`config.mk`:
```
export PLATFORM = sky130hd
export DESIGN_NAME = xdma_burst_splitter
export DESIGN_NICKNAME = d
export VERILOG_FILES = /design/src/rtl/xdma_pkg.sv /design/src/rtl/xdma_burst_len_calc.sv /design/src/rtl/xdma_burst_splitter.sv
export SDC_FILE = /design/constraint.sdc
export NUM_CORES = 1
export LEC_CHECK = 0
export CAP_MARGIN = 0
export CORE_MARGIN = 2
export CORE_UTILIZATION = 40
export CTS_CLUSTER_SIZE = 25
export DETAILED_ROUTE_END_ITERATION = 16
export PLACE_DENSITY_LB_ADDON = 0.2
export REMOVE_ABC_BUFFERS = 1
export SLEW_MARGIN = 15
export SYNTH_ARGS = -nofsm -noshare
export SYNTH_HDL_FRONTEND = slang
export SYNTH_HIERARCHICAL = 1
export SYNTH_SLANG_ARGS = --single-unit
```
`constraint.sdc`:
```
create_clock -name clk_i -period 12.7 [get_ports clk_i]
set_input_delay 2.54 -clock clk_i [delete_from_list [all_inputs] [get_ports clk_i]]
set_output_delay 2.54 -clock clk_i [all_outputs]
set_load 0.05 [all_outputs]
```
`src/rtl/xdma_pkg.sv`:
```
// Shared types and constants for the xDMA write-burst path.
//   AXI_BURST_INCR    : AXI INCR burst encoding
//   DEFAULT_PAGE_SIZE : default boundary that no burst may cross
//   split_state_e     : burst-splitter FSM states
//   aw_desc_t         : AW fields that do not depend on bus/address width
//   w_desc_t          : W-side burst descriptor (beats, single, last)
package xdma_pkg;

  localparam logic [1:0]  AXI_BURST_INCR    = 2'b01;
  localparam int unsigned DEFAULT_PAGE_SIZE = 4096;

  typedef enum logic {
    IDLE,
    ISSUE
  } split_state_e;

  typedef struct packed {
    logic [7:0] len;
    logic [2:0] size;
    logic [1:0] burst;
    logic       is_data;
  } aw_desc_t;

  typedef struct packed {
    logic [8:0] num_beats;
    logic       is_single;
    logic       last_burst;
  } w_desc_t;

endpackage

```
`src/rtl/xdma_burst_len_calc.sv`:
```
// Combinational burst sizer: beats = min(rem, MaxBeats, beats left in page).
// Shared by the read and write burst splitters.
//   cur_addr_i : current (beat-aligned) burst address
//   rem_i      : beats still to issue for the descriptor
//   beats_o    : beats in the burst starting at cur_addr_i
//   last_o     : this burst finishes the descriptor
module xdma_burst_len_calc #(
  parameter int unsigned AddrWidth = 48,
  parameter int unsigned LenWidth  = 32,
  parameter int unsigned StrbWidth = 64,
  parameter int unsigned PageSize  = 4096,
  parameter int unsigned MaxBeats  = 64
) (
  input  logic [AddrWidth-1:0] cur_addr_i,
  input  logic [LenWidth-1:0]  rem_i,
  output logic [8:0]           beats_o,
  output logic                 last_o
);

  localparam int unsigned PageBits = $clog2(PageSize);
  localparam int unsigned SizeBits = $clog2(StrbWidth);
  localparam int unsigned PW       = PageBits + 1;
  localparam logic [PW-1:0] PageSizeW = PW'(PageSize);
  localparam logic [PW-1:0] MaxBeatsW = PW'(MaxBeats);

  logic [PW-1:0]       room_beats;
  logic [8:0]          cap;
  logic [LenWidth-1:0] cap_w;

  // Only the page offset matters for the boundary; upper bits are unused here.
  logic unused_addr_msb;
  assign unused_addr_msb = ^cur_addr_i[AddrWidth-1:PageBits];

  always_comb begin
    room_beats = (PageSizeW - {1'b0, cur_addr_i[PageBits-1:0]}) >> SizeBits;
    // room_beats can be wider than 9 bits; truncation only happens below MaxBeats
    cap        = (room_beats < MaxBeatsW) ? 9'(room_beats) : 9'(MaxBeats);
    cap_w      = LenWidth'(cap);
    beats_o    = (rem_i < cap_w) ? 9'(rem_i) : cap;
    last_o     = (rem_i <= cap_w);
  end

endmodule

```
`src/rtl/xdma_burst_splitter.sv`:
```
// xDMA write-burst splitter: accepts one descriptor (addr, len in beats, id,
// is_data) and emits AXI AW+W descriptor pairs, each capped at MaxBeats and
// never crossing a PageSize boundary.
//   clk_i, rst_i (async, active-high)
//   req_*   : descriptor valid/ready handshake input
//   out_*   : AW+W descriptor pair valid/ready output
//   aw_*    : burst id/addr/len/size/burst/is_data
//   w_*     : beats in burst, single-beat flag, last burst of descriptor
//   done_o  : one-cycle pulse after the descriptor is fully issued
// Optional macro XDMA_BURST_SPLITTER_PERF_EN adds saturating 32-bit counters
// perf_bursts_o (output handshakes) and perf_stalls_o (valid & !ready cycles).
module xdma_burst_splitter
  import xdma_pkg::*;
#(
  parameter int unsigned AddrWidth     = 48,
  parameter int unsigned LenWidth      = 32,
  parameter int unsigned IdWidth       = 4,
  parameter int unsigned DataWidth     = 512,
  parameter int unsigned StrbWidth     = DataWidth / 8,
  parameter int unsigned PageSize      = DEFAULT_PAGE_SIZE,
  parameter int unsigned MaxBurstBeats = 256
) (
  input  logic                 clk_i,
  input  logic                 rst_i,
  input  logic                 req_valid_i,
  output logic                 req_ready_o,
  input  logic [IdWidth-1:0]   req_id_i,
  input  logic [AddrWidth-1:0] req_addr_i,
  input  logic [LenWidth-1:0]  req_len_i,
  input  logic                 req_is_data_i,
  output logic                 out_valid_o,
  input  logic                 out_ready_i,
  output logic [IdWidth-1:0]   aw_id_o,
  output logic [AddrWidth-1:0] aw_addr_o,
  output logic [7:0]           aw_len_o,
  output logic [2:0]           aw_size_o,
  output logic [1:0]           aw_burst_o,
  output logic                 aw_is_data_o,
  output logic [8:0]           w_num_beats_o,
  output logic                 w_is_single_o,
  output logic                 w_last_burst_o,
  output logic                 done_o
`ifdef XDMA_BURST_SPLITTER_PERF_EN
  ,
  output logic [31:0]          perf_bursts_o,
  output logic [31:0]          perf_stalls_o
`endif
);

  localparam int unsigned SizeBits = $clog2(StrbWidth);
  localparam int unsigned MaxBeats = (MaxBurstBeats < PageSize / StrbWidth)
                                     ? MaxBurstBeats : PageSize / StrbWidth;

  split_state_e         state_q;
  logic [IdWidth-1:0]   id_q;
  logic [AddrWidth-1:0] addr_q, addr_d;
  logic [LenWidth-1:0]  rem_q, rem_d;
  logic                 is_data_q;
  logic                 done_q;

  logic [8:0] beats;
  logic       last;
  aw_desc_t   aw;
  w_desc_t    w;

  logic unused_addr_lsb;
  assign unused_addr_lsb = ^req_addr_i[SizeBits-1:0];

  xdma_burst_len_calc #(
    .AddrWidth(AddrWidth),
    .LenWidth (LenWidth),
    .StrbWidth(StrbWidth),
    .PageSize (PageSize),
    .MaxBeats (MaxBeats)
  ) u_len_calc (
    .cur_addr_i(addr_q),
    .rem_i     (rem_q),
    .beats_o   (beats),
    .last_o    (last)
  );

  assign addr_d = addr_q + (AddrWidth'(beats) << SizeBits);
  assign rem_d  = rem_q - LenWidth'(beats);

  always_ff @(posedge clk_i or posedge rst_i) begin
    if (rst_i) begin
      state_q   <= IDLE;
      id_q      <= '0;
      addr_q    <= '0;
      rem_q     <= '0;
      is_data_q <= 1'b0;
      done_q    <= 1'b0;
    end else begin
      done_q <= 1'b0;
      case (state_q)
        IDLE: begin
          if (req_valid_i) begin
            id_q      <= req_id_i;
            addr_q    <= {req_addr_i[AddrWidth-1:SizeBits], {SizeBits{1'b0}}};
            rem_q     <= req_len_i;
            is_data_q <= req_is_data_i;
            // Zero-length descriptors complete without emitting a burst.
            if (req_len_i != '0) state_q <= ISSUE;
            else                 done_q  <= 1'b1;
          end
        end
        ISSUE: begin
          if (out_ready_i) begin
            addr_q <= addr_d;
            rem_q  <= rem_d;
            if (last) begin
              state_q <= IDLE;
              done_q  <= 1'b1;
            end
          end
        end
        default: state_q <= IDLE;
      endcase
    end
  end

  assign req_ready_o = (state_q == IDLE) && !rst_i;
  assign out_valid_o = (state_q == ISSUE);
  assign done_o      = done_q;

  // Descriptor fields read zero whenever no burst is offered.
  always_comb begin
    aw = '0;
    w  = '0;
    if (out_valid_o) begin
      aw.len       = 8'(beats - 9'd1);
      aw.size      = 3'(SizeBits);
      aw.burst     = AXI_BURST_INCR;
      aw.is_data   = is_data_q;
      w.num_beats  = beats;
      w.is_single  = (beats == 9'd1);
      w.last_burst = last;
    end
  end

  assign aw_id_o        = out_valid_o ? id_q   : '0;
  assign aw_addr_o      = out_valid_o ? addr_q : '0;
  assign aw_len_o       = aw.len;
  assign aw_size_o      = aw.size;
  assign aw_burst_o     = aw.burst;
  assign aw_is_data_o   = aw.is_data;
  assign w_num_beats_o  = w.num_beats;
  assign w_is_single_o  = w.is_single;
  assign w_last_burst_o = w.last_burst;

`ifdef XDMA_BURST_SPLITTER_PERF_EN
  logic [31:0] perf_bursts_q, perf_stalls_q;

  always_ff @(posedge clk_i or posedge rst_i) begin
    if (rst_i) begin
      perf_bursts_q <= '0;
      perf_stalls_q <= '0;
    end else begin
      if (out_valid_o && out_ready_i && (perf_bursts_q != '1))
        perf_bursts_q <= perf_bursts_q + 32'd1;
      if (out_valid_o && !out_ready_i && (perf_stalls_q != '1))
        perf_stalls_q <= perf_stalls_q + 32'd1;
    end
  end

  assign perf_bursts_o = perf_bursts_q;
  assign perf_stalls_o = perf_stalls_q;
`endif

endmodule

```
# Word-level counts from Yosys, hierarchy flattened
# Index checks and enable logic that the tools add are counted.
# Widths: inputs -> output; s select.
[op_classes]
add_sub_neg = 4
order_cmp = 3
eq_ne = 3
muxes = 22
bitwise = 1
reduce_logical = 5
[ops]
columns = ["operator", "n"]
rows = [
  ["$mux 48", 3],
  ["$pmux 48 s2", 1],
  ["$mux 32", 2],
  ["$pmux 32 s2", 1],
  ["$add 48x15->48", 1],
  ["$le 32x7->1", 1],
  ["$lt 32x9->1", 1],
  ["$reduce_bool 32->1", 1],
  ["$sub 32x9->32", 1],
  ["$mux 14", 1],
  ["$sub 13x12->13 const A", 1],
  ["$mux 11", 1],
  ["$eq 9x1->1 const B", 1],
  ["$mux 9", 1],
  ["$mux 1", 8],
  ["$sub 8x1->8 const B", 1],
  ["$lt 7x7->1 const B", 1],
  ["$mux 7", 1],
  ["$mux 4", 1],
  ["$ne 2x2->1 const B", 2],
  ["$pmux 1 s2", 2],
  ["$reduce_and 2->1", 2],
  ["$logic_and 1x1->1", 1],
  ["$logic_not 1->1", 1],
  ["$not 1->1", 1],
]
[totals]
register_bits = 87
out_inout_bits = 80

# Longest topological paths before layout
# Gate-level depths: netlist of the first run.
[logic_depth]
word_depth = 8
mapped_depth = 19
mapped_depth_nobuf = 17

# Cells and area by module
# Netlist of the first run, hierarchy kept.
[modules_own_cells]
columns = ["module", "instances", "cells_each", "area_per_inst_um2"]
rows = [
  ["xdma_burst_splitter", 1, 750, 6162.2],
  ["xdma_burst_len_calc", 1, 63, 504.2],
]

# Worst setup path after synthesis of the first run
# OpenSTA, ideal clock, no wires.
[synth_path]
path_kind = "register to output"
from = "register addr_q[7]"
to = "output port w_is_single_o"
arrival_time_ns = 4.489
setup_slack_ns = 5.671
stages_incl_launch_ff = 14
n_path_buf = 0
path_cell_list = "dfrtp_1 nor4_2 nand3_2 or3_4 nand2_1 ha_1 a21o_1 a211oi_4 o211ai_4 mux2i_1 or3_1 nor2_1 nand2_1 nor4_1"
[synth_via]
elab_chain_cells = 7
[synth_rtl]
columns = ["item", "line", "rtl"]
rows = [
  ["start, declared", "xdma_burst_splitter.sv:56", "logic [AddrWidth-1:0] addr_q, addr_d;"],
  ["start signal, assigned", "xdma_burst_splitter.sv:99", "addr_q <= {req_addr_i[AddrWidth-1:SizeBits], {SizeBits{1'b0}}};"],
  ["start signal, assigned", "xdma_burst_splitter.sv:109", "addr_q <= addr_d;"],
  ["$sub 13x12->13 (*)", "xdma_burst_len_calc.sv:35", "room_beats = (PageSizeW - {1'b0, cur_addr_i[PageBits-1:0]}) >> SizeBits;"],
  ["$lt 7x7->1", "xdma_burst_len_calc.sv:37", "cap = (room_beats < MaxBeatsW) ? 9'(room_beats) : 9'(MaxBeats);"],
  ["$mux 7 (*)", "xdma_burst_len_calc.sv:37", ""],
  ["$lt 32x9->1", "xdma_burst_len_calc.sv:39", "beats_o = (rem_i < cap_w) ? 9'(rem_i) : cap;"],
  ["$mux 9 (*)", "xdma_burst_len_calc.sv:39", ""],
  ["net beats[2]", "xdma_burst_splitter.sv:61", "logic [8:0] beats;"],
  ["$eq 9x1->1 (*)", "xdma_burst_splitter.sv:136", "w.is_single = (beats == 9'd1);"],
  ["$mux 11 (*)", "xdma_burst_splitter.sv:130", "if (out_valid_o) begin"],
  ["end, declared", "xdma_burst_splitter.sv:40", "output logic w_is_single_o,"],
]
# The timed path passes the listed nets; every way through them passes the cells marked *.

# Worst setup path after layout of the first run
[layout_path]
from = "register addr_q[7]"
to = "output port aw_len_o[4]"
[layout_via]
elab_chain_cells = 7
[layout_rtl]
columns = ["item", "line", "rtl"]
rows = [
  ["$sub 13x12->13 (*)", "xdma_burst_len_calc.sv:35", ""],
  ["$lt 7x7->1", "xdma_burst_len_calc.sv:37", ""],
  ["$mux 7 (*)", "xdma_burst_len_calc.sv:37", ""],
  ["$lt 32x9->1", "xdma_burst_len_calc.sv:39", ""],
  ["$mux 9 (*)", "xdma_burst_len_calc.sv:39", ""],
  ["net beats[1]", "xdma_burst_splitter.sv:61", ""],
  ["$sub 8x1->8 (*)", "xdma_burst_splitter.sv:131", "aw.len = 8'(beats - 9'd1);"],
  ["$mux 14 (*)", "xdma_burst_splitter.sv:130", ""],
  ["end, declared", "xdma_burst_splitter.sv:35", "output logic [7:0] aw_len_o,"],
]
# Marked as above.

==> run_results.csv, run 1 <==
group,metric,value,unit
global_route,grt_max_degree,75,
global_route,antenna_found_initial,0,
power_and_ir_drop,finalPower,1.70,mW
sta,fmax,0.132,GHz
place,globalplace.congestion,0.854,
clock_tree,h-tree-depth,3,
clock_tree,clock_sinks,81,
clock_tree,cts_hold_buf,0,
global_route,grt_pass1_wl,33500,µm
sta,setup_tns,0,ns
cells_and_area,fillers,1568,
power_and_ir_drop,vdd.ir_drop.worst,112,µV
worst_setup_path,max_stage_delay,0.80,ns
clock_tree,cts_tree,"yes",
place,port_buffers,152,
power_and_ir_drop,p_comb_share,57.3,%
yosys,syn_inst,813,
worst_setup_path,cp_data_arrival_time,5.03,ns
place,dp_cells,1153,
cells_and_area,drive_above_1_share,5.69,%
yosys,synth_cell_type_count,72,
sta,setup_violations,0,
yosys,syn_avg_cell_area,8.20,µm²
routing,routed_via_density,5.68,
cells_and_area,final_nets,1062,
routing,wl_per_cell,17.7,µm
routing,dr.pass1.iters,5,
clock_tree,cts_root_buf,"clkbuf_16",
sta,skew,0.0112,ns
worst_setup_path,critPathSlowestCell,"clkdlybuf4s50_1",
sta,rsz0062_at_grt,"false",
sta,fin_crit,7.57,ns
power_and_ir_drop,power.density,196,nW/µm²
floorplanning,rows,47,
worst_setup_path,cp_data_required_time,10.16,ns
hold_path,hold_path.class,"register to register",
yosys,ys_ff_latch,81,
yosys,synthesis.area,6670,µm²
cells_and_area,n_antenna_cell,0,
worst_setup_path,rrSetupSlack,7.02,ns
floorplanning,core_area,16400,µm²
yosys,synth-main-ff-cell,"dfrtp_1",
worst_setup_path,crit_top_cell,"ha_1",
yosys,synth.largest_area_cell,"dfrtp_1",
yosys,yosysTopAreaCellShare,30.4,%
yosys,yosysSeqAreaShare,30.4,%
clock_tree,post_cts_buffers,0,
floorplanning,dieWidth,133,µm
sta,max_slew_margin,23.8,%
yosys,async_reset_ff_share,100,%
floorplanning,pin_count,169,
floorplanning,die_h,133,µm
floorplanning,initial_utilization,40.6,%
routing,wl,20700,µm
status,status,"finished clean",
clock_tree,cts_made_buffers,9,
yosys,synth_edf_count,0,
floorplanning,die_area,17700,µm²
worst_setup_path,crit_chain,"nor4_2, nand3_2, or3_4, ha_1, nand4b_1, o211ai_4, mux2i_1, inv_1, ha_1, nand3_1, xnor2_1, nor2_1, clkdlybuf4s50_1",
sta,finalMaxSlewViolations,0,
clock_tree,ctsResizeCount,0,
clock_tree,clk_pin_slew_worst_paths,0.06,ns
routing,drt-initial-drc-count,393,
sta,worst_slew_pin_slew,1.14,ns
sta,finalHoldViolCount,0,
global_route,grt_util_all_layers,23.6,%
worst_setup_path,critical_path.endpoint_type,"primary output",
routing,drc,0,
place,dp_hpwl,14800,µm
routing,vias,6639,
power_and_ir_drop,power_switching,789,µW
worst_setup_path,path_buf_inv,2,
yosys,yosys_warnings,6,
power_and_ir_drop,power_leakage,3.61,nW
clock_tree,worstSkewPairLatency,0.35,ns
worst_setup_path,crit_fanout,7,
job,drv_cap,0,
clock_tree,clockBufferDepth,2,
global_route,grt_pass1_vias,6185,
power_and_ir_drop,netSwitchingFraction,46.3,%
cells_and_area,finalNonFillerCells,1169,
worst_setup_path,worst-setup-path-type,"register to primary output",
sta,post-route-period-util,59.6,%
power_and_ir_drop,p_seq_share,24.6,%
yosys,synth_area_leaders,"dfrtp_1 30%, ha_1 5.1%, and2_1 4.4%",
power_and_ir_drop,internal_power,914,µW
worst_setup_path,crit_family,"simple AND/OR/NAND/NOR gates",
power_and_ir_drop,pwr-share-clk,18.1,%
global_route,grt.overflow.total,0,
worst_setup_path,critPathLaunchType,"register",
routing,drtAntennaViolNets,0,
cells_and_area,area_growth,30.1,%
==> per-layer routing <==
metal	global-route usage [%]	part of all wire (%)	vias up	wire [µm]
met5	0	0	-	0
met3	4.76	4.8	15	989
li1	-	-	3230	-
met4	4.08	0.85	0	176
met2	39.1	48	190	9900
met1	32.4	47	3204	9650
==> final cells by class <==
type / count / area, µm² / share of cell area [%]
clock inverters: 5 / 103 / 1.18
repair buffers: 164 / 1610 / 18.5
clock buffers: 11 / 243 / 2.80
flip-flops and latches: 81 / 2030 / 23.4
well taps: 220 / 275 / 3.17
multi-input cells: 659 / 4300 / 49.6
inverters: 29 / 110 / 1.27
==> cell usage after synthesis, drive strengths merged, types with 3 or more instances <==
| cell | number |
|---|---|
| dfrtp | 81 |
| nand2 | 71 |
| nor2 | 67 |
| and2 | 48 |
| a21oi | 41 |
| clkbuf | 36 |
| a211oi | 33 |
| inv | 29 |
| nor4 | 29 |
| ha | 27 |
| o21ai | 27 |
| xnor2 | 26 |
| buf | 24 |
| nand3 | 24 |
| nor2b | 23 |
| nor3 | 23 |
| nand4 | 17 |
| mux2i | 15 |
| and3 | 14 |
| a21o | 13 |
| a22oi | 12 |
| a31oi | 12 |
| a311oi | 9 |
| o31ai | 9 |
| o211ai | 8 |
| or4 | 8 |
| xor2 | 8 |
| and4 | 7 |
| or2 | 7 |
| or3 | 7 |
| a211o | 5 |
| a221o | 5 |
| o22ai | 5 |
| a2111oi | 4 |
| a21boi | 4 |
| nand2b | 4 |
| nand4b | 4 |
| o41ai | 3 |
==> logic make-up (layout without fill, tap and decap cells) <==
group / Yosys count / in the layout / share of synthesized area [%]
other: 2 / 18 / 0.113
adders and majority gates: 29 / 29 / 5.67
AOI/OAI and AO/OA: 203 / 203 / 21.3
DFF: 81 / 81 / 30.4
and+or+nand+nor: 358 / 358 / 29.4
buffers and inverters: 89 / 209 / 6.04
xor gates and xnor gates: 34 / 34 / 4.47
muxes: 17 / 17 / 2.65
==> worst register-to-register path, delay by kind of cell (launching register included) <==
kind | cells | cell delay, ns
adder cells (fa/ha/maj) | 2 | 0.62
flip-flops | 1 | 0.47
multiplexers | 1 | 0.74
AND/OR/NAND/NOR | 6 | 1.52
AO/OA/AOI/OAI | 5 | 2.23
==> final timing paths <==
| path | cells after the start | start | end |
|---|---|---|---|
| max | 13 | addr_q[7]$_DFFE_PP0P_ | aw_len_o[4] |
| min | 2 | id_q[0]$_DFFE_PP0P_ | id_q[0]$_DFFE_PP0P_ |
| max reg2reg | 14 | addr_q[7]$_DFFE_PP0P_ | addr_q[43]$_DFFE_PP0P_ |
| min reg2reg | 2 | id_q[0]$_DFFE_PP0P_ | id_q[0]$_DFFE_PP0P_ |
| max in group asynchronous | 3 | rst_i | rem_q[14]$_DFFE_PP0P_ |
| min in group asynchronous | 2 | rst_i | is_data_q$_DFFE_PP0P_ |
==> state kept, by name, indices dropped and copies added (netlist names) <==
register,flops
addr_q,42
done_o,1
id_q,4
is_data_q,1
out_valid_o,1
rem_q,32
==> power by group through the flow <==
stage | clock, mW | combinational, mW | sequential, mW
6_report | 0.308 | 0.975 | 0.419
2_1_floorplan | 0 | 0.719 | 0.394
4_1_cts | 0.316 | 0.973 | 0.417
3_5_place_dp | 0 | 0.965 | 0.422
5_1_grt | 0.326 | 1.06 | 0.434
3_3_place_gp | 0 | 0.956 | 0.420
==> cell usage in the layout, fill, tap and decap left out, drive strengths merged, types with 12 or more instances in the layout <==
| master | synthesis | routed |
|---|---|---|
| clkdlybuf4s50 | 0 | 151 |
| dfrtp | 81 | 81 |
| nand2 | 71 | 71 |
| nor2 | 67 | 67 |
| and2 | 48 | 48 |
| a21oi | 41 | 41 |
| a211oi | 33 | 33 |
| nor4 | 29 | 29 |
| inv | 29 | 28 |
| ha | 27 | 27 |
| o21ai | 27 | 27 |
| xnor2 | 26 | 26 |
| nand3 | 24 | 24 |
| nor2b | 23 | 23 |
| nor3 | 23 | 23 |
| conb | 2 | 18 |
| nand4 | 17 | 17 |
| mux2i | 15 | 15 |
| and3 | 14 | 14 |
| a21o | 13 | 13 |
| buf | 24 | 13 |
| a31oi | 12 | 12 |
| a22oi | 12 | 12 |
==> stage by stage <==
stage / hold WS (ns) / utilization, % / setup slack, ns / instance area, µm²
detailed placement: 0.456 / 50.8 / 5.47 / 8330
finish: 0.467 / 52.9 / 5.13 / 8670
global placement: 0.450 / 50.8 / 5.56 / 8330
CTS: 0.473 / 52.9 / 5.09 / 8670
floorplan: 0.438 / - / 4.97 / 6430
global route: 0.489 / 52.9 / 4.65 / 8670
Power figures use the tool's default switching activity.
==> run 2: changes to the inputs <==
clock period = 7.1 ns   (was 12.7 ns; I/O delays follow)
==> run 2 against run 1 <==
Compared with the run above:
- clock skew shrank 0.00098 ns
- combinational power grew 78%
- largest cell class unchanged
- worst hold slack gained 0.0017 ns
- first-iteration DRC count grew 8.1%
- non-clock buffer count grew 1
- power grew 74%
- critical path depth grew 3
- clock-buffer cell count shrank 1
- register-to-register slack lost 5.2 ns
- routed wire length grew 0.50%
- sequential cell count is the same
- utilization shrank 0.24 points
==> run_results.csv, run 2 (synthesized netlist as in run 1, its figures left out) <==
group,metric,value,unit
status,status,"finished clean",
worst_setup_path,crit_family,"simple AND/OR/NAND/NOR gates",
routing,drc,0,
worst_setup_path,ff2ff_path_depth,17,
cells_and_area,n_antenna_cell,0,
routing,vias,6658,
worst_setup_path,critical_path.endpoint_type,"primary output",
worst_setup_path,path_buf_inv,1,
sta,finalHoldViolCount,0,
worst_setup_path,crit_cells,16,
routing,wl,20800,µm
worst_setup_path,cp_data_required_time,5.68,ns
place,dp_hpwl,14900,µm
clock_tree,clock_sinks,81,
cells_and_area,regMostFlops,"addr_q",
global_route,grt_util_all_layers,23.5,%
clock_tree,post_cts_buffers,0,
global_route,grt_max_degree,84,
global_route,grt_pass1_wl,33300,µm
routing,wl_per_cell,17.8,µm
floorplanning,die_h,133,µm
cells_and_area,top_regs,"addr_q: 42 flops, rem_q: 32 flops, id_q: 4 flops",
power_and_ir_drop,power_leakage,3.59,nW
cells_and_area,final_nets,1063,
power_and_ir_drop,power.density,344,nW/µm²
worst_setup_path,worst-setup-path-type,"register to primary output",
hold_path,hold_path.class,"register to register",
cells_and_area,largest_register_ffs,42,
worst_setup_path,cp_data_arrival_time,4.81,ns
power_and_ir_drop,vdd.ir_drop.worst,206,µV
power_and_ir_drop,finalPower,2.97,mW
cells_and_area,drive_above_1_share,5.79,%
clock_tree,h-tree-depth,3,
worst_setup_path,critPathSlowestCell,"clkdlybuf4s50_1",
floorplanning,dieWidth,133,µm
routing,dr.pass1.iters,5,
place,port_buffers,152,
sta,post-route-period-util,87.7,%
sta,fin_crit,6.23,ns
worst_setup_path,max_stage_delay,0.81,ns
sta,finalMaxSlewViolations,0,
sta,rsz0062_at_grt,"false",
sta,max_slew_margin,27.0,%
clock_tree,clockBufferDepth,2,
sta,setup_violations,0,
clock_tree,clk_pin_slew_worst_paths,0.06,ns
worst_setup_path,crit_chain,"nor4_2, nand3_2, or3_4, nand2_1, ha_1, a21o_1, a211oi_4, o211ai_4, mux2i_1, or3_1, nor2_1, nand2_1, nor3_1, xnor2_1, nor2_1, clkdlybuf4s50_1",
floorplanning,rows,47,
floorplanning,pin_count,169,
sta,worst_slew_pin_slew,1.10,ns
place,globalplace.congestion,0.875,
clock_tree,cts_hold_buf,0,
sta,fmax,0.161,GHz
routing,drt-initial-drc-count,425,
floorplanning,initial_utilization,40.6,%
worst_setup_path,crit_fanout,7,
routing,drtAntennaViolNets,0,
sta,skew,0.0102,ns
sta,setup_tns,0,ns
floorplanning,core_area,16400,µm²
job,drv_cap,0,
worst_setup_path,critPathLaunchType,"register",
cells_and_area,finish.utilization,52.6,%
cells_and_area,final_common_cell,"clkdlybuf4s50_1",
clock_tree,cts_made_buffers,9,
floorplanning,die_area,17700,µm²
cells_and_area,final_cell_mix,"151 x clkdlybuf4s50_1, 80 x dfrtp_1, 71 x nand2_1",
clock_tree,ctsResizeCount,0,
clock_tree,cts_tree,"yes",
global_route,grt.overflow.total,0,
routing,routed_via_density,5.69,
hold_path,worstHoldPathCells,2,
clock_tree,cts_root_buf,"clkbuf_16",
global_route,antenna_found_initial,0,
clock_tree,worstSkewPairLatency,0.35,ns
global_route,grt_pass1_vias,6162,
cells_and_area,area_growth,29.5,%
## run 2: changes by cell type in the layout (fill, tap and decap cells not counted)
cell	delta
clkinv_4	+3
clkbuf_8	-1
buf_4	+1
bufinv_16	-2
## run 2: worst reg2reg max path: stages, from the launching register on
cell and delay, ns:
dfrtp_1 0.46, nor4_2 0.35, nand3_2 0.17, or3_4 0.37, nand2_1 0.09, ha_1 0.24
a21o_1 0.19, a211oi_4 0.29, o211ai_4 0.19, mux2_4 0.39, ha_1 0.22, fa_1 0.42
a21o_1 0.22, a221oi_1 0.43, o21a_1 0.47, nor4_1 0.21, and3b_1 0.22, a211o_1 0.27
## run 2: power breakdown
| group | leakage, nW | switching, mW | internal [mW] |
|---|---|---|---|
| logic | 2.46 | 1.04 | 0.701 |
| clock network | 0.143 | 0.202 | 0.274 |
| registers | 0.994 | 0.168 | 0.582 |
## run 2: final cells by class
cell class,count,area [µm²]
fillers,1566,7770
multi-input cells,659,4300
repair buffers,165,1610
flip-flops and latches,81,2030
clock inverters,6,68.8
well taps,220,275
clock buffers,10,229
inverters,29,110
## run 2: through the flow
step / worst slack (ns) / hold slack (ns) / cell area (µm²) / std cells
4_1_cts: 0.842 / 0.472 / 8630 / 1170
3_3_place_gp: 1.27 / 0.450 / 8330 / 1154
5_1_grt: 0.622 / 0.488 / 8630 / 1170
3_5_place_dp: 1.23 / 0.456 / 8330 / 1154
2_1_floorplan: 0.488 / 0.438 / 6430 / 769
6_report: 0.871 / 0.469 / 8630 / 1170
## run 2: path summary, 6_finish.rpt
| check | start | end | slack (ns) |
|---|---|---|---|
| max | addr_q[7]$_DFFE_PP0P_ | aw_len_o[7] | 0.87 |
| min | id_q[1]$_DFFE_PP0P_ | id_q[1]$_DFFE_PP0P_ | 0.47 |
| max reg2reg | addr_q[7]$_DFFE_PP0P_ | addr_q[36]$_DFFE_PP0P_ | 1.79 |
| min reg2reg | id_q[1]$_DFFE_PP0P_ | id_q[1]$_DFFE_PP0P_ | 0.47 |
| max in group asynchronous | rst_i | rem_q[14]$_DFFE_PP0P_ | 4.50 |
| min in group asynchronous | rst_i | is_data_q$_DFFE_PP0P_ | 1.48 |
## run 2: layer usage
layer	track usage [%]	part of all wire, %	vias up
li1	-	-	3236
met4	5.85	1.6	0
met2	38.5	47	232
met5	0	0	-
met3	4.76	6.5	23
met1	32.1	45	3167
==> run 3: changes to the inputs <==
--- a/config.mk
+++ b/config.mk
@@ -12,4 +12,5 @@
 export DETAILED_ROUTE_END_ITERATION = 16
 export PLACE_DENSITY_LB_ADDON = 0.2
+export RECOVER_POWER = 100
 export REMOVE_ABC_BUFFERS = 1
 export SLEW_MARGIN = 15
==> constraint.sdc (replaced) <==
create_clock -name clk_i -period 7.1 [get_ports clk_i]
set_input_delay 0.71 -clock clk_i [delete_from_list [all_inputs] [get_ports clk_i]]
set_output_delay 0.71 -clock clk_i [all_outputs]
set_load 0.05 [all_outputs]
==> run 3 against run 2 <==
Compared with the run above:
- the flow now finishes with violations (capacitance limit, slew limit)
- utilization decreased by 0.55 points
- die area did not move
- sequential share of layout area increased by 0.20 points
- worst hold slack gained 0.00087 ns
- highest routed layer unchanged
- sequential cell count is the same
- clock skew is 0.0030 ns lower
- register-to-register slack got worse by 0.74 ns
- clock-buffer cell count rose by 1
- critical path type unchanged
- setup slack better by 0.17 ns
==> run_results.csv, run 3 (synthesized netlist as in run 1, its figures left out) <==
group,metric,value,unit
worst_setup_path,max_stage_delay,0.83,ns
hold_path,hold_path.class,"register to register",
cells_and_area,fin_area,8540,µm²
place,globalplace.congestion,0.868,
clock_tree,worstSkewPairLatency,0.34,ns
cells_and_area,final_nets,1062,
sta,setup_tns,0,ns
global_route,grt_max_degree,80,
clock_tree,clock_sinks,81,
floorplanning,die_area,17700,µm²
routing,wl_per_cell,17.6,µm
sta,max_slew_margin,-116,%
clock_tree,post_cts_buffers,0,
global_route,grt_pass1_wl,33500,µm
sta,skew,0.00717,ns
routing,wl,20600,µm
sta,fin_ws,1.04,ns
cells_and_area,area_growth,28.1,%
worst_setup_path,path_buf_inv,1,
clock_tree,cts_hold_buf,0,
place,dpl_cell_area,8330,µm²
global_route,grt.overflow.total,0,
clock_tree,cts_tree,"yes",
worst_setup_path,crit_chain,"nor4_1, nand3_2, or3_4, ha_1, nand4b_1, o211ai_1, mux2i_1, or3_1, nor2_1, nand2_1, nor3_1, xnor2_1, nor2_1, clkdlybuf4s50_1",
power_and_ir_drop,vdd.ir_drop.worst,183,µV
cells_and_area,finish.utilization,52.1,%
worst_setup_path,critPathLaunchType,"register",
worst_setup_path,cp_data_required_time,6.39,ns
floorplanning,rows,47,
place,port_buffers,152,
global_route,grt_util_all_layers,23.4,%
worst_setup_path,worst-setup-path-type,"register to primary output",
clock_tree,ctsResizeCount,0,
worst_setup_path,cp_data_arrival_time,5.35,ns
clock_tree,clk_pin_slew_worst_paths,0.06,ns
routing,routed_via_density,5.73,
power_and_ir_drop,power.density,338,nW/µm²
sta,post-route-period-util,85.3,%
routing,drt-initial-drc-count,390,
sta,fin_crit,6.06,ns
clock_tree,cts_root_buf,"clkbuf_16",
worst_setup_path,rrSetupSlack,1.05,ns
cells_and_area,n_antenna_cell,0,
cells_and_area,regMostFlops,"addr_q",
power_and_ir_drop,power_leakage,3.59,nW
floorplanning,pin_count,169,
worst_setup_path,crit_fanout,7,
cells_and_area,final_common_cell,"clkdlybuf4s50_1",
sta,finalHoldViolCount,0,
floorplanning,dieWidth,133,µm
clock_tree,clockBufferDepth,2,
sta,fmax,0.165,GHz
place,dp_hpwl,14600,µm
worst_setup_path,critPathSlowestCell,"clkdlybuf4s50_1",
cells_and_area,largest_register_ffs,42,
routing,dr.pass1.iters,5,
sta,setup_violations,0,
floorplanning,core_area,16400,µm²
clock_tree,h-tree-depth,3,
worst_setup_path,crit_top_cell,"nor2_1",
worst_setup_path,critical_path.endpoint_type,"primary output",
status,violations,"capacitance limit, slew limit",
global_route,antenna_found_initial,0,
place,dp_slack,1.81,ns
cells_and_area,drive_above_1_share,4.44,%
cells_and_area,top_regs,"addr_q: 42 flops, rem_q: 32 flops, id_q: 4 flops",
status,status,"finished, violations left",
worst_setup_path,crit_family,"simple AND/OR/NAND/NOR gates",
global_route,grt_pass1_vias,6241,
sta,rsz0062_at_grt,"false",
cells_and_area,final_cell_mix,"82 x clkdlybuf4s50_1, 81 x dfrtp_1, 71 x nand2_1",
sta,worst_slew_pin_slew,3.24,ns
routing,vias,6685,
floorplanning,die_h,133,µm
routing,drc,0,
clock_tree,cts_made_buffers,9,
routing,drtAntennaViolNets,0,
floorplanning,initial_utilization,40.6,%
job,drv_cap,4,
sta,finalMaxSlewViolations,210,
[run 3: layout make-up]
| type | count | area (µm²) |
|---|---|---|
| Multi-Input combinational cell | 659 | 4280 |
| Clock inverter | 3 | 17.5 |
| Tap cell | 220 | 275 |
| Sequential cell | 81 | 2030 |
| Clock buffer | 11 | 253 |
| Inverter | 29 | 110 |
| Timing Repair Buffer | 164 | 1580 |
| Fill cell | 1604 | 7870 |
[run 3: worst min-delay path: stages, from the launching register on]
cell and delay, ns:
dfrtp_1 0.33, nand2_1 0.05, nand2_1 0.06
[run 3: metrics by stage]
step / power, mW / hold WS [ns] / instances
2_1_floorplan: 1.99 / 0.438 / 769
3_3_place_gp: 2.47 / 0.452 / 1153
3_5_place_dp: 2.48 / 0.459 / 1153
4_1_cts: 2.94 / 0.475 / 1167
5_1_grt: 3.10 / 0.509 / 1167
6_report: 2.88 / 0.469 / 1167
[run 3: per-layer routing]
metal | part of all wire (%) | vias to the layer above | global-route usage, %
li1 | - | 3228 | -
met1 | 46 | 3230 | 33.2
met2 | 47 | 202 | 37.9
met3 | 5.1 | 25 | 2.85
met4 | 1.6 | 0 | 6.74
met5 | 0 | - | 0
[run 3: worst paths after layout]
kind | from | to | depth (start not counted)
max in group asynchronous | rst_i | addr_q[41]$_DFFE_PP0P_ | 3
setup / recovery | addr_q[7]$_DFFE_PP0P_ | aw_len_o[7] | 14
setup reg to reg | addr_q[7]$_DFFE_PP0P_ | rem_q[26]$_DFFE_PP0P_ | 16
min in group asynchronous | rst_i | is_data_q$_DFFE_PP0P_ | 2
hold / removal | id_q[1]$_DFFE_PP0P_ | id_q[1]$_DFFE_PP0P_ | 2
hold reg to reg | id_q[1]$_DFFE_PP0P_ | id_q[1]$_DFFE_PP0P_ | 2
[run 3: power by group]
| group | switching, mW | total, mW | internal [mW] |
|---|---|---|---|
| registers | 0.167 | 0.749 | 0.583 |
| clock network | 0.196 | 0.447 | 0.251 |
| logic | 1.03 | 1.69 | 0.660 |
